===== config.mk =====
export PLATFORM = sky130hd
export DESIGN_NAME = binary_entry
export DESIGN_NICKNAME = d
export VERILOG_FILES = /design/src/rtl/binary_entry.sv
export SDC_FILE = /design/constraint.sdc
export NUM_CORES = 1
export LEC_CHECK = 0
export CAP_MARGIN = 20
export CORE_UTILIZATION = 48
export CTS_CLUSTER_SIZE = 16
export DETAILED_ROUTE_END_ITERATION = 10
export PLACE_DENSITY = 0.78
export RECOVER_POWER = 100
export SYNTH_ARGS = -nofsm -noshare
export SYNTH_HDL_FRONTEND = slang
export SYNTH_SLANG_ARGS = --single-unit

===== constraint.sdc =====
create_clock -name clk -period 2.05 [get_ports clk]
set_input_delay 0.615 -clock clk [delete_from_list [all_inputs] [get_ports clk]]
set_output_delay 0.615 -clock clk [all_outputs]
set_load 0.05 [all_outputs]

===== src/rtl/binary_entry.sv =====
// Debounced binary word entry: bits are shifted in one push at a time.
// A completed WIDTH-bit word is handed to the consumer with a valid/ready handshake.
module binary_entry #(
  parameter int DB_CYCLES = 4,
  parameter int WIDTH     = 14
) (
  input  logic             clk,
  input  logic             rst,
  input  logic             push_btn,
  input  logic             clear_btn,
  input  logic             bit_sw,
  input  logic             out_ready,
  output logic [WIDTH-1:0] entry_bits,
  output logic [3:0]       bit_count,
  output logic [WIDTH-1:0] word_out,
  output logic             word_valid
);

  typedef enum logic {ENTRY, FULL} state_t;

  state_t state, state_n;

  logic [1:0] push_sync, clear_sync, sw_sync;

  // Index 0 is the push button, index 1 is the clear button.
  logic [1:0]      btn_s;
  logic [1:0][7:0] db_cnt;
  logic [1:0]      db_lvl, db_prev;
  logic            push_ev, clear_ev;

  logic [WIDTH-1:0] entry_bits_n, word_out_n, shifted;
  logic [3:0]       bit_count_n;
  logic             word_valid_n;

  always_ff @(posedge clk or posedge rst) begin
    if (rst) begin
      push_sync  <= '0;
      clear_sync <= '0;
      sw_sync    <= '0;
    end else begin
      push_sync  <= {push_sync[0], push_btn};
      clear_sync <= {clear_sync[0], clear_btn};
      sw_sync    <= {sw_sync[0], bit_sw};
    end
  end

  assign btn_s = {clear_sync[1], push_sync[1]};

  // Level flips only after DB_CYCLES consecutive mismatching cycles.
  always_ff @(posedge clk or posedge rst) begin
    if (rst) begin
      db_cnt  <= '0;
      db_lvl  <= '0;
      db_prev <= '0;
    end else begin
      for (int i = 0; i < 2; i++) begin
        if (btn_s[i] == db_lvl[i]) begin
          db_cnt[i] <= '0;
        end else if (db_cnt[i] == 8'(DB_CYCLES - 1)) begin
          db_lvl[i] <= btn_s[i];
          db_cnt[i] <= '0;
        end else begin
          db_cnt[i] <= db_cnt[i] + 8'd1;
        end
      end
      db_prev <= db_lvl;
    end
  end

  assign push_ev  = db_lvl[0] & ~db_prev[0];
  assign clear_ev = db_lvl[1] & ~db_prev[1];
  assign shifted  = {entry_bits[WIDTH-2:0], sw_sync[1]};

  always_ff @(posedge clk or posedge rst) begin
    if (rst) begin
      state      <= ENTRY;
      entry_bits <= '0;
      bit_count  <= '0;
      word_out   <= '0;
      word_valid <= 1'b0;
    end else begin
      state      <= state_n;
      entry_bits <= entry_bits_n;
      bit_count  <= bit_count_n;
      word_out   <= word_out_n;
      word_valid <= word_valid_n;
    end
  end

  always_comb begin
    state_n      = state;
    entry_bits_n = entry_bits;
    bit_count_n  = bit_count;
    word_out_n   = word_out;
    word_valid_n = word_valid;
    // Clear overrides a simultaneous push or transfer; word_out is never cleared.
    if (clear_ev) begin
      state_n      = ENTRY;
      entry_bits_n = '0;
      bit_count_n  = '0;
      word_valid_n = 1'b0;
    end else begin
      case (state)
        ENTRY: begin
          if (push_ev) begin
            entry_bits_n = shifted;
            bit_count_n  = bit_count + 4'd1;
            if (bit_count == 4'(WIDTH - 1)) begin
              word_out_n   = shifted;
              word_valid_n = 1'b1;
              state_n      = FULL;
            end
          end
        end
        FULL: begin
          if (word_valid && out_ready) begin
            word_valid_n = 1'b0;
            entry_bits_n = '0;
            bit_count_n  = '0;
            state_n      = ENTRY;
          end
        end
        default: state_n = ENTRY;
      endcase
    end
  end

endmodule


==> summary.txt, run 1 <==
Run status
  – Status: complete, no violations

Worst setup path
  – Critical-path maximum fanout: 4
  – Worst path slowest cell: clkbuf_1
  – Critical path's largest stage delay: 490 ps
  – Crit path launch type: flip-flop
  – Worst path top cell family by delay: buffers and inverters
  – WP data required: 1430 ps
  – Buf+Inv Stages, Crit Path: 1
  – Critical Path AT: 1210 ps
  – CP Capture Type: output port
  – Critical path, cell by cell: clkbuf_1
  – Internal reg-to-reg setup slack: 390 ps
  – Crit Path Category: reg2out

Clocking
  – CTS Sinks: 60
  – Resized cells post-CTS: 0
  – H-tree depth: 3
  – CTS Hold Buffers Added: 0
  – Total CTS buffers: 9
  – Setup repair bufs after CTS: 0
  – Root Driver: clkbuf_8
  – CTS tree: done
  – Clock transition at path regs: 60 ps
  – Clk Latency, worst-skew pair: 330 ps
  – Deepest clock path buffer count: 2

Route
  – Routed Antenna Nets: 0
  – Router iterations before antenna repair: 4
  – Average vias per placed instance: 5.06
  – Drc violations: 0
  – Final WL: 4170 µm
  – Routed wire per std cell: 14.0 µm
  – DRT iter0 DRCs: 51
  – DR vias: 1,514

Synthesis
  – Synth Area in Adders: 0.0303
  – Main combinational cell family by area after synthesis: simple AND/OR/NAND/NOR gates
  – Post-synthesis cell count: 178
  – Cell area after synthesis: 2480 µm²
  – Ys Warns: 0
  – Syn_area_per_cell: 13.9 µm²
  – Seq/Total Area, Yosys: 0.605
  – Post-Syn Nets: 190
  – Xor and xnor fraction of the mapped netlist area: 0.0494
  – Synth Area in Compound Gates: 0.0676
  – #FFs+latches synth: 60
  – Area share of and/or/nand/nor cells after synthesis: 0.127
  – Mux cell area share after synthesis: 0.0948
  – Unique masters post-synth: 34

STA
  – Worst Slack Setup Final: 229 ps
  – Final setup viols: 0
  – Worst-Margin Slew: 772 ps
  – Final hold violations: 0
  – Min Tclk post-route: 1820 ps
  – Total negative slack: 0 ps
  – Final Cycle Share: 0.888
  – Final Max Tran Viols: 0
  – Unrepaired setup endpoints after global routing: no
  – Fmax: 549 MHz
  – Post-Route Skew: 8.16 ps
  – Worst slew margin relative to its limit: 0.485

Floorplan
  – Ports: 39
  – Core area: 4850 µm²
  – Core Rows: 25
  – Initial core utilization: 0.512
  – Height of the die: 73.9 µm
  – Die Width: 73.9 µm
  – Die Footprint: 5460 µm²

GRT
  – Grt total ovfl: 0
  – First-pass GRT wire length: 6960 µm
  – Total GRT Usage: 0.179
  – Largest net degree at the start of global routing: 61
  – Via count of the first global-routing pass: 1,504
  – Initial antenna violation count: 0

Finish
  – Most common cell after layout, fill and taps aside: dfrtp_1
  – Final Cell Area: 2900 µm²
  – Ant. Diodes: 0
  – Area grow syn2layout: 16.9%
  – Commonest non-fill, non-tap cells in the layout: dfrtp_1, clkbuf_1, a22o_1
  – Post-route insts no fill: 299
  – Layout cells sized above 1: 0.207
  – Fin nets: 240

Placed design
  – Port-buffer cells: 38
  – DP Area: 2860 µm²
  – Dpl cells: 284
  – Post-detail-place hpwl: 2850 µm
  – Worst Setup Slack post-DPL: 187 ps
  – RD Place Congestion: 0.727

Power
  – Leak pwr: 1.43 nW
  – VDD IR-drop max: 672 µV
  – Pwr per Cell Area: 1120 nW/µm²

Hold path
  – Min-Delay Path Class: reg2reg

Flow run
  – Max Cap Viol: 0
==> worst paths after layout <==
check,end,depth (start not counted),from
setup reg to reg,word_out[3],6,bit_count[1]
setup / recovery,entry_bits[3],1,entry_bits[3]
max in group asynchronous,entry_bits[8],3,rst
hold reg to reg,clear_sync[1],0,clear_sync[0]
hold / removal,clear_sync[1],0,clear_sync[0]
min in group asynchronous,db_cnt[7],3,rst
==> per-layer routing <==
metal | GRT usage | vias to the layer above | part of all wire | wire, µm
met5 | 0 | - | 0 | 0
met4 | 0.122 | 0 | 0.020 | 82
met3 | 0.0508 | 7 | 0.038 | 159
met2 | 0.263 | 30 | 0.47 | 1950
met1 | 0.228 | 749 | 0.47 | 1980
li1 | - | 728 | - | -
==> state kept, by name, summed over array words and instances, names as in the netlist, 2 cells and up <==
name / cells
db_prev: 2
word_out: 14
entry_bits: 14
bit_count: 4
clear_sync: 2
push_sync: 2
db_lvl: 2
sw_sync: 2
db_cnt: 16
==> cell type report <==
| type | count | area, µm² |
|---|---|---|
| Timing Repair Buffer | 43 | 243 |
| Sequential cell | 60 | 1500 |
| Fill cell | 405 | 1950 |
| Inverter | 3 | 15.0 |
| Tap cell | 67 | 83.8 |
| Clock buffer | 13 | 159 |
| Clock inverter | 2 | 10.0 |
| Multi-Input combinational cell | 111 | 888 |
==> report_power, final <==
group / internal, W / leakage, nW / switching [W]
clock network: 0.000494 / 0.0893 / 0.000414
logic: 0.000297 / 0.529 / 0.000558
registers: 0.00133 / 0.809 / 0.000161
total: 0.00212 / 1.43 / 0.00113
==> through the flow <==
stage | hold slack [ps] | utilization | total power [W]
floorplan | 331 | - | 0.00220
global placement | 333 | 0.590 | 0.00239
detailed placement | 342 | 0.590 | 0.00242
CTS | 356 | 0.625 | 0.00335
global route | 359 | 0.598 | 0.00345
finish | 353 | 0.598 | 0.00326
==> cell families after synthesis <==
| logic type | count (synthesis) |
|---|---|
| AOI/OAI and AO/OA | 21 |
| xor gates and xnor gates | 14 |
| adders and majority gates | 6 |
| buffers and inverters | 7 |
| DFF | 60 |
| muxes | 18 |
| and+or+nand+nor | 52 |
==> cell usage after synthesis, drive strengths merged <==
cell type | count | share of area
dfrtp | 60 | 0.61
mux2 | 17 | 0.091
a22o | 15 | 0.053
nor2 | 13 | 0.023
nand3 | 12 | 0.024
xor2 | 10 | 0.035
and3 | 7 | 0.018
ha | 6 | 0.030
nand2 | 6 | 0.0091
buf | 4 | 0.022
xnor2 | 4 | 0.014
and2 | 3 | 0.0086
inv | 3 | 0.0045
a21oi | 2 | 0.0040
nand2b | 2 | 0.0091
nor2b | 2 | 0.0081
nor3 | 2 | 0.0040
nor4b | 2 | 0.0071
o21ai | 2 | 0.0040
and2b | 1 | 0.0040
and4 | 1 | 0.0035
mux2i | 1 | 0.0040
nand4 | 1 | 0.0086
o211ai | 1 | 0.0030
o22a | 1 | 0.0035
Note: power is estimated with default switching activity, not from simulation.
==> inputs of run 2 (changes only) <==
--- a/config.mk
+++ b/config.mk
@@ -6,5 +6,5 @@
 export NUM_CORES = 1
 export LEC_CHECK = 0
-export CAP_MARGIN = 20
+export CAP_MARGIN = 10
 export CORE_UTILIZATION = 48
 export CTS_CLUSTER_SIZE = 16
==> constraint.sdc (replaced) <==
create_clock -name clk -period 2.05 [get_ports clk]
set_input_delay 0.41 -clock clk [delete_from_list [all_inputs] [get_ports clk]]
set_output_delay 0.41 -clock clk [all_outputs]
set_load 0.05 [all_outputs]
==> run 2 against run 1 <==
Net effect:
- fmax decreased by 8.6%
- combinational power shrank 2.5%
- clock skew decreased by 0.59 ps
- critical endpoint is now entry_bits[7]
- non-clock buffer count decreased by 1
- first-iteration DRC count grew 100%
- register-to-register slack worse by 230 ps
- via count rose by 0.79%
- die area is the same
- worst hold slack got worse by 13 ps
==> summary.txt, run 2 (synthesis results as in run 1) <==
STA
  – Min Tclk post-route: 1990 ps (+172 ps)
  – Total negative slack: 0 ps (unchanged)
  – Final Max Tran Viols: 0 (unchanged)
  – Post-Route Skew: 7.57 ps (-0.585 ps)
  – Final Cycle Share: 0.972 (+0.0840)
  – Unrepaired setup endpoints after global routing: no
  – Final setup viols: 0 (unchanged)
  – Worst-Margin Slew: 625 ps (-147 ps)
  – Worst slew margin relative to its limit: 0.583 (+0.0974)
  – Final hold violations: 0 (unchanged)
  – Fmax: 502 MHz (-8.6%)

Finish
  – Most common cell after layout, fill and taps aside: dfrtp_1
  – Ant. Diodes: 0 (unchanged)
  – Fin nets: 239 (-0.42%)
  – Largest registers: db_cnt (16), entry_bits (14), word_out (14)
  – Area grow syn2layout: 24.4%
  – Max reg flops: 16 (unchanged)
  – Filler instances: 370 (-8.6%)
  – Top reg by flops: db_cnt
  – Commonest non-fill, non-tap cells in the layout: dfrtp_1, clkdlybuf4s50_1, a22o_1
  – Layout cells sized above 1: 0.172 (-0.0345)

Floorplan
  – Initial core utilization: 0.512 (unchanged)
  – Core area: 4850 µm² (unchanged)
  – Height of the die: 73.9 µm (unchanged)
  – Die Footprint: 5460 µm² (unchanged)
  – Die Width: 73.9 µm (unchanged)
  – Core Rows: 25 (unchanged)
  – Ports: 39 (unchanged)

Hold path
  – Min-Delay Path Class: reg2reg
  – Worst hold stages: 0 (unchanged)

Placed design
  – Post-detail-place hpwl: 2840 µm (-0.21%)
  – RD Place Congestion: 0.745 (+2.4%)
  – Port-buffer cells: 38 (unchanged)

Power
  – Share of power burned in registers: 0.427 (-0.031)
  – Gate power share: 0.240 (-0.023)
  – Net switching power: 0.00114 W (+0.23%)
  – Leak pwr: 1.48 nW (+4.0%)
  – Cell-internal power: 0.00234 W (+10%)
  – Switching Fraction: 0.327 (-0.0210)
  – Clock group share of total power: 0.333 (+0.054)
  – Power Total: 0.00347 W (+6.7%)
  – VDD IR-drop max: 786 µV (+17%)
  – Pwr per Cell Area: 1130 nW/µm² (+0.27%)

Worst setup path
  – Worst path slowest cell: clkdlybuf4s50_1
  – Critical path's largest stage delay: 830 ps (+340 ps)
  – Buf+Inv Stages, Crit Path: 1 (unchanged)
  – WP data required: 1640 ps (+210 ps)
  – CP Capture Type: output port
  – Crit Path Category: reg2out
  – Critical Path AT: 1580 ps (+370 ps)
  – Internal reg-to-reg setup slack: 160 ps (-230 ps)
  – Crit path launch type: flip-flop
  – Critical path, cell by cell: clkdlybuf4s50_1
  – Worst Reg-to-Reg Cells: 5 (-1)
  – Critical-path maximum fanout: 4 (unchanged)
  – Critical Path Stages: 1 (unchanged)
  – Worst path top cell family by delay: buffers and inverters

GRT
  – First-pass GRT wire length: 6840 µm (-1.7%)
  – Total GRT Usage: 0.177 (-0.00160)
  – Grt total ovfl: 0 (unchanged)
  – Via count of the first global-routing pass: 1,441 (-4.2%)
  – Largest net degree at the start of global routing: 45 (-26%)
  – Initial antenna violation count: 0 (unchanged)

Flow run
  – Max Cap Viol: 0 (unchanged)

Clocking
  – Root Driver: clkbuf_8
  – CTS tree: done
  – Clock transition at path regs: 60 ps (about the same)
  – CTS Sinks: 60 (unchanged)
  – H-tree depth: 3 (unchanged)
  – Resized cells post-CTS: 0 (unchanged)
  – Total CTS buffers: 9 (unchanged)
  – Clk Latency, worst-skew pair: 340 ps (about the same)
  – Setup repair bufs after CTS: 0 (unchanged)
  – Deepest clock path buffer count: 2 (unchanged)
  – CTS Hold Buffers Added: 0 (unchanged)

Route
  – Router iterations before antenna repair: 4 (unchanged)
  – Routed Antenna Nets: 0 (unchanged)
  – DR vias: 1,526 (+0.79%)
  – Average vias per placed instance: 5.10 (+0.79%)
  – Drc violations: 0 (unchanged)
  – Routed wire per std cell: 13.9 µm (-0.29%)
  – Final WL: 4160 µm (-0.29%)
  – DRT iter0 DRCs: 103 (+100%)

Run status
  – Status: complete, no violations
run 2: per-stage QoR:
stage	setup slack [ps]	area (µm²)	hold slack (ps)	util	cells
after floorplan	155	2480	331	-	178
after global placement	337	2920	334	0.603	283
after CTS	48.4	3140	343	0.648	299
after detailed placement	297	2920	336	0.603	283
after global routing	6.77	3090	346	0.636	299
final	56.5	3090	340	0.636	299
run 2: final timing paths:
path	start	end
worst min register to register	clear_sync[0]	clear_sync[1]
worst min-delay path	clear_sync[0]	clear_sync[1]
min in group asynchronous	rst	db_cnt[10]
worst max-delay path	entry_bits[7]	entry_bits[7]
max in group asynchronous	rst	db_cnt[0]
worst max register to register	db_prev[0]	word_out[3]
run 2: layout make-up:
type,count,area [µm²],area share
clock buffer,11,141,0.0458
multi-input combinational,111,895,0.290
timing repair buffer,42,378,0.122
sequential,60,1500,0.487
clock inverter,5,75.1,0.0243
inverter,3,11.3,0.00365
tap,67,83.8,0.0272
run 2: power by group through the flow:
stage / clock network, W / logic, W / registers [W]
6_report: 0.00116 / 0.000835 / 0.00148
3_5_place_dp: 0 / 0.000917 / 0.00151
2_1_floorplan: 0 / 0.000532 / 0.00167
5_1_grt: 0.00124 / 0.000923 / 0.00151
3_3_place_gp: 0 / 0.000900 / 0.00151
4_1_cts: 0.00118 / 0.000922 / 0.00149
run 2: per-layer routing:
layer,part of all wire,up-vias,GRT usage
li1,-,726,-
met1,0.49,755,0.234
met2,0.45,35,0.254
met3,0.036,10,0.0453
met4,0.026,0,0.122
met5,0,-,0
